$ cat src/rtl/common_lib_pkg.sv
// Common helper library shared across memory-side blocks.
// Contents:
//   clogb2(value) - number of bits needed to represent value (minimum 1).
package common_lib_pkg;

  function automatic int unsigned clogb2(input int unsigned value);
    int unsigned v;
    int unsigned w;
    v = value;
    w = 0;
    while (v > 0) begin
      w = w + 1;
      v = v >> 1;
    end
    return (w == 0) ? 1 : w;
  endfunction

endpackage

$ cat src/rtl/dmem_ctrl_pkg.sv
// Shared encodings for the data-memory controller.
// Contents:
//   SZ_* - request size encodings carried on req_size
//   state_e - controller FSM states
package dmem_ctrl_pkg;

  localparam logic [1:0] SZ_BYTE = 2'd0;
  localparam logic [1:0] SZ_HALF = 2'd1;
  localparam logic [1:0] SZ_WORD = 2'd2;
  localparam logic [1:0] SZ_ILL  = 2'd3;

  typedef enum logic [1:0] {
    StIdle   = 2'd0,
    StAccess = 2'd1,
    StResp   = 2'd2
  } state_e;

endpackage

$ cat src/rtl/dmem_lane_align.sv
// Combinational byte-lane steering between a 32-bit core port and a 32-bit memory word.
// Ports:
//   wr_size_i, wr_off_i, wr_data_i - store size, byte offset and LSB-aligned data
//   wr_be_o, wr_data_o             - byte-lane enables and lane-replicated store data
//   rd_size_i, rd_off_i            - load size and byte offset (registered by the caller)
//   rd_unsigned_i                  - zero-extend when 1, sign-extend when 0
//   rd_data_i, rd_data_o           - raw memory word in, shifted/extended load data out
module dmem_lane_align
  import dmem_ctrl_pkg::*;
(
  input  logic [1:0]  wr_size_i,
  input  logic [1:0]  wr_off_i,
  input  logic [31:0] wr_data_i,
  output logic [3:0]  wr_be_o,
  output logic [31:0] wr_data_o,
  input  logic [1:0]  rd_size_i,
  input  logic [1:0]  rd_off_i,
  input  logic        rd_unsigned_i,
  input  logic [31:0] rd_data_i,
  output logic [31:0] rd_data_o
);

  logic [31:0] rd_shifted;

  // Replicating data into every lane lets the enables alone pick the target bytes.
  always_comb begin
    wr_be_o   = 4'b0000;
    wr_data_o = wr_data_i;
    case (wr_size_i)
      SZ_BYTE: begin
        wr_be_o   = 4'b0001 << wr_off_i;
        wr_data_o = {4{wr_data_i[7:0]}};
      end
      SZ_HALF: begin
        wr_be_o   = 4'b0011 << wr_off_i;
        wr_data_o = {2{wr_data_i[15:0]}};
      end
      SZ_WORD: begin
        wr_be_o   = 4'b1111;
        wr_data_o = wr_data_i;
      end
      default: ;
    endcase
  end

  assign rd_shifted = rd_data_i >> {rd_off_i, 3'b000};

  always_comb begin
    rd_data_o = 32'h0;
    case (rd_size_i)
      SZ_BYTE: rd_data_o = {{24{~rd_unsigned_i & rd_shifted[7]}}, rd_shifted[7:0]};
      SZ_HALF: rd_data_o = {{16{~rd_unsigned_i & rd_shifted[15]}}, rd_shifted[15:0]};
      SZ_WORD: rd_data_o = rd_shifted;
      default: ;
    endcase
  end

endmodule

$ cat src/rtl/dmem_ctrl.sv
// Data-memory controller: accepts one load/store at a time from a core, checks it, drives a
// synchronous word-wide memory port with byte enables, and returns an extended response.
// Ports:
//   clk, rst                        - clock, asynchronous active-high reset
//   req_valid/req_ready             - request handshake; ready only while idle
//   req_we, req_size, req_unsigned  - store flag, size (0 byte/1 half/2 word), zero-extend
//   req_addr, req_wdata             - byte address, LSB-aligned store data
//   resp_valid/resp_ready           - response handshake
//   resp_rdata, resp_err            - extended load data (0 for stores/errors), error flag
//   mem_en, mem_we, mem_addr        - memory enable, byte-lane writes, word address
//   mem_din, mem_regce, mem_dout    - lane-steered write data, output-reg enable, read data
module dmem_ctrl
  import common_lib_pkg::*;
  import dmem_ctrl_pkg::*;
#(
  parameter int unsigned MEM_DEPTH   = 8192,
  parameter int unsigned MEM_LATENCY = 1,
  parameter int unsigned MEM_AW      = clogb2(MEM_DEPTH - 1)
) (
  input  logic              clk,
  input  logic              rst,
  input  logic              req_valid,
  output logic              req_ready,
  input  logic              req_we,
  input  logic [1:0]        req_size,
  input  logic              req_unsigned,
  input  logic [31:0]       req_addr,
  input  logic [31:0]       req_wdata,
  output logic              resp_valid,
  input  logic              resp_ready,
  output logic [31:0]       resp_rdata,
  output logic              resp_err,
  output logic              mem_en,
  output logic [3:0]        mem_we,
  output logic [MEM_AW-1:0] mem_addr,
  output logic [31:0]       mem_din,
  output logic              mem_regce,
  input  logic [31:0]       mem_dout
);

  state_e      state_q, state_d;
  logic [1:0]  cnt_q, cnt_d;
  logic [1:0]  size_q, size_d;
  logic [1:0]  off_q, off_d;
  logic        uns_q, uns_d;
  logic [31:0] rdata_q, rdata_d;
  logic        err_q, err_d;

  logic        accept, issue;
  logic        misaligned, illegal, out_of_range, req_err;
  logic        last_cnt;
  logic [3:0]  lane_be;
  logic [31:0] ld_data;

  assign misaligned   = ((req_size == SZ_HALF) && req_addr[0]) ||
                        ((req_size == SZ_WORD) && (req_addr[1:0] != 2'b00));
  assign illegal      = (req_size == SZ_ILL);
  assign out_of_range = ({2'b00, req_addr[31:2]} >= MEM_DEPTH);
  assign req_err      = misaligned | illegal | out_of_range;

  // Gating with rst keeps the port quiet while reset is held, not just after it releases.
  assign req_ready = (state_q == StIdle) & ~rst;
  assign accept    = req_valid & req_ready;
  assign issue     = accept & ~req_err;

  assign mem_en    = issue;
  assign mem_we    = (issue & req_we) ? lane_be : 4'b0000;
  assign mem_addr  = req_addr[MEM_AW+1:2];
  assign mem_regce = (MEM_LATENCY == 2) && (state_q == StAccess) && !rst;

  assign resp_valid = (state_q == StResp);
  assign resp_rdata = rdata_q;
  assign resp_err   = err_q;

  assign last_cnt = (cnt_q == 2'(MEM_LATENCY - 1));

  dmem_lane_align u_lane_align (
    .wr_size_i     (req_size),
    .wr_off_i      (req_addr[1:0]),
    .wr_data_i     (req_wdata),
    .wr_be_o       (lane_be),
    .wr_data_o     (mem_din),
    .rd_size_i     (size_q),
    .rd_off_i      (off_q),
    .rd_unsigned_i (uns_q),
    .rd_data_i     (mem_dout),
    .rd_data_o     (ld_data)
  );

  always_comb begin
    state_d = state_q;
    cnt_d   = cnt_q;
    size_d  = size_q;
    off_d   = off_q;
    uns_d   = uns_q;
    rdata_d = rdata_q;
    err_d   = err_q;
    unique case (state_q)
      StIdle: begin
        if (accept) begin
          size_d  = req_size;
          off_d   = req_addr[1:0];
          uns_d   = req_unsigned;
          cnt_d   = 2'd0;
          rdata_d = 32'h0;
          err_d   = req_err;
          // Stores and rejected requests complete without waiting on read data.
          state_d = (req_err || req_we) ? StResp : StAccess;
        end
      end
      StAccess: begin
        cnt_d = cnt_q + 2'd1;
        if (last_cnt) begin
          rdata_d = ld_data;
          state_d = StResp;
        end
      end
      StResp: begin
        if (resp_ready) state_d = StIdle;
      end
      default: state_d = StIdle;
    endcase
  end

  always_ff @(posedge clk or posedge rst) begin
    if (rst) begin
      state_q <= StIdle;
      cnt_q   <= 2'd0;
      size_q  <= 2'd0;
      off_q   <= 2'd0;
      uns_q   <= 1'b0;
      rdata_q <= 32'h0;
      err_q   <= 1'b0;
    end else begin
      state_q <= state_d;
      cnt_q   <= cnt_d;
      size_q  <= size_d;
      off_q   <= off_d;
      uns_q   <= uns_d;
      rdata_q <= rdata_d;
      err_q   <= err_d;
    end
  end

endmodule

$ cat config.mk
export PLATFORM = sky130hd
export DESIGN_NAME = dmem_ctrl
export DESIGN_NICKNAME = d
export VERILOG_FILES = /design/src/rtl/common_lib_pkg.sv /design/src/rtl/dmem_ctrl_pkg.sv /design/src/rtl/dmem_lane_align.sv /design/src/rtl/dmem_ctrl.sv
export SDC_FILE = /design/constraint.sdc
export NUM_CORES = 1
export LEC_CHECK = 0
export CORE_MARGIN = 5
export CORE_UTILIZATION = 35
export CTS_BUF_LIST = sky130_fd_sc_hd__clkbuf_16
export CTS_CLUSTER_SIZE = 25
export DETAILED_ROUTE_END_ITERATION = 16
export GPL_TIMING_DRIVEN = 0
export HOLD_SLACK_MARGIN = 0.02
export PLACE_DENSITY = 0.74
export SLEW_MARGIN = 20
export SYNTH_ARGS = -nofsm -noshare
export SYNTH_HDL_FRONTEND = slang
export SYNTH_SLANG_ARGS = --single-unit
$ cat constraint.sdc
create_clock -name clk -period 2.3 [get_ports clk]
set_clock_uncertainty 0.1 [all_clocks]
set_input_delay 0.345 -clock clk [delete_from_list [all_inputs] [get_ports clk]]
set_output_delay 0.345 -clock clk [all_outputs]
set_load 0.01 [all_outputs]
==> qor.yml <==
detailed_routing:
  via_count: 3110
  first_pass_iters: 4
  via_per_inst: 5.18
  drt-initial-drc-count: 81
  ant_nets: 0
  drt_wl_total_mm: 11.2
  routedWlPerCell_um: 18.6
  drc_errors: 0
global_route:
  antenna_found_initial: 0
  grt_use_met3: 0.0792
  grt_pass1_vias: 3288
  busiest_layer: "met2"
  grt.met2_usage: 0.356
  met1_usage: 0.234
  grt_overflow_total: 0
  grt_pass1_wl_mm: 16.8
  grt_usage: 0.205
  grt_max_degree: 27
setup_path:
  max_stage_delay_ns: 0.54
  path_class: "input port to primary output"
  crit_buf_inv: 3
  r2r_end: "state_q[1]"
  cpMostUsedCell: "buf_6"
  critPathTopFamily: "simple AND/OR/NAND/NOR gates"
  r2r_cells: 7
  cp.arrival_ns: 1.82
  crit_chain: "buf_6, or4_4, a211oi_4, nand4_4, buf_6, nor3_2, buf_2"
  worstPathMaxFanout: 5
  cpMaxStageDelayCell: "or4_4"
  critPathRequiredTime_ns: 1.86
  critPathLaunchType: "input port"
  reg2reg_slack_ns: 0.25
  crit_path_end_kind: "primary output"
  reg2reg_from: "cnt_q[0]"
place:
  port_buffers: 173
  dp_hpwl_mm: 9.06
  pre_cts_ws_ns: -0.724
  place.gp.congestion: 0.867
status:
  status: "complete, no violations"
power_and_ir_drop:
  p_leak_nw: 2.17
  p_per_area_nw_per_um2: 483
  ir_worst_vdd_mv: 0.275
  finalPower_mw: 2.48
layout:
  area_growth_pct: 71.3
  n_antenna_cell: 0
  layout_common_cells: "159 x clkdlybuf4s50_1, 42 x dfrtp_1, 27 x buf_4, 27 x nand2_1, 25 x mux2i_1"
  nets: 600
  nFillCells: 739
  final_common_cell: "clkdlybuf4s50_1"
  layout-drive-gt1-share: 0.216
sta:
  finalSetupViolCount: 0
  slew_headroom: 0.658
  fin_crit_sh: 0.986
  worst_pin_slew_ns: 0.511
  min_period_ns: 2.27
  final_hold_viol_count: 0
  fmax_mhz: 441
  layout_setup_ws_ns: 0.0316
  drv_slew: 0
  rsz0062_at_grt: "yes"
cts:
  cts_made_buffers: 5
  clk_pin_slew_ns: 0.06
  clockBufferDepth: 2
  cts_hold_buf: 0
  cts-htree-levels: 2
  tritoncts: "built"
  root_buffer: "clkbuf_16"
  clk_latency_ns: 0.28
  cts_sinks: 42
synthesis:
  yosys_warnings: 0
  yosys.area_share.adder: 0.00417
  synth-xor-area-share: 0.00542
  synth_top_area_frac: 0.350
  synth-seq-area-share: 0.350
  syn_area_per_cell_um2: 9.75
  synth.distinct_cells: 47
  synth_cells: 308
  synthesis.area_um2: 3000
  yosysTopAreaCell: "dfrtp_1"
  synthSimpleGateAreaFrac: 0.155
  synth_mux_area_frac: 0.204
  ys_ff_latch: 42
  synth.area.top_cells: "dfrtp_1 35%, mux2i_1 8.3%, mux2_2 7.5%"
  synth_top_family_by_area: "multiplexers"
  synth_fp_nets: 413
  synth_compound_area_frac: 0.175
die:
  die_y_um: 103
  die_w_um: 103
  initial_core_util: 0.362
  ios: 190
  die-area_um2: 10500
  num_rows: 33
  core_um2: 8300
run:
  maxCapViolations: 0
min_path:
  hold_class: "input port to asynchronous set/reset pin"
sequential cells by signal (all words and copies together), names as in the netlist:
name        flops
resp_rdata     32
state_q         2
off_q           2
uns_q           1
cnt_q           2
size_q          2
resp_err        1
stage by stage:
step | cell area (µm²) | cells | hold slack, ns | util | TNS [ns]
4_1_cts | 5100 | 599 | 0.362 | 0.615 | -0.0470
6_report | 5140 | 600 | 0.0334 | 0.620 | 0
5_1_grt | 5140 | 600 | 0.0984 | 0.620 | -0.0565
3_5_place_dp | 4890 | 587 | 0.380 | 0.589 | -6.52
2_1_floorplan | 3000 | 308 | 0.357 | - | 0
3_3_place_gp | 4870 | 586 | 0.366 | 0.586 | -7.54
timing repair:
| action | 4_1_cts | 5_1_grt |
|---|---|---|
| buffers inserted | 6 | 1 |
| gates resized for setup | 50 | 9 |
| pin swaps | 8 | 3 |
| endpoints found under the setup margin | 21 | 13 |
worst max path at each step:
| stage | endpoint | from | cells past startpoint | slack [ns] |
|---|---|---|---|---|
| after floorplan | mem_we[1] | req_addr[25] | 4 | 0.27 |
| after global routing | mem_we[0] | req_addr[25] | 7 | -0.04 |
| after global placement | mem_we[2] | req_addr[25] | 6 | -0.72 |
| final | mem_we[0] | req_addr[25] | 7 | 0.03 |
| after detailed placement | mem_we[2] | req_addr[25] | 6 | -0.72 |
| after CTS | mem_we[0] | req_addr[23] | 7 | -0.04 |
power breakdown:
| part | switching (mW) | internal [mW] | total [mW] |
|---|---|---|---|
| Sequential | 0.0214 | 0.767 | 0.788 |
| Combinational | 0.494 | 0.535 | 1.03 |
| Clock | 0.274 | 0.392 | 0.666 |
cell type report:
class	instances	area, µm²	area share
plain buffers	44	290	0.0564
clock buffers	5	125	0.0243
clock inverters	2	10.0	0.00195
inverters	6	22.5	0.00438
multi-input cells	215	1720	0.334
flip-flops and latches	42	1050	0.204
well taps	105	131	0.0255
repair buffers	181	1800	0.349
kinds of logic after synthesis:
logic type | Yosys count
buffers and inverters | 51
flip-flops | 42
adder cells (fa/ha/maj) | 1
other | 1
XOR/XNOR | 1
multiplexers | 56
AO/OA/AOI/OAI | 78
AND/OR/NAND/NOR | 78
cells in the mapped netlist, drive strengths merged:
cell	number
a211o	1
a211oi	1
a21boi	1
a21o	1
a21oi	16
a221o	16
a32o	1
and2	1
and2b	1
and3b	1
and4	1
buf	38
clkbuf	7
conb	1
dfrtp	42
ha	1
inv	6
mux2	29
mux2i	26
mux4	1
nand2	28
nand3b	10
nand4	1
nor2	18
nor2b	2
nor3	6
nor3b	3
nor4	3
nor4b	1
o211a	1
o211ai	1
o21ai	37
o32a	1
o32ai	1
or2	1
or4	1
xor2	1
per-layer routing:
layer / vias up / share of wire
li1: 1466 / -
met1: 1465 / 0.37
met5: - / 0
met4: 0 / 0.024
met2: 161 / 0.48
met3: 18 / 0.12
Power figures use the tool's default switching activity.
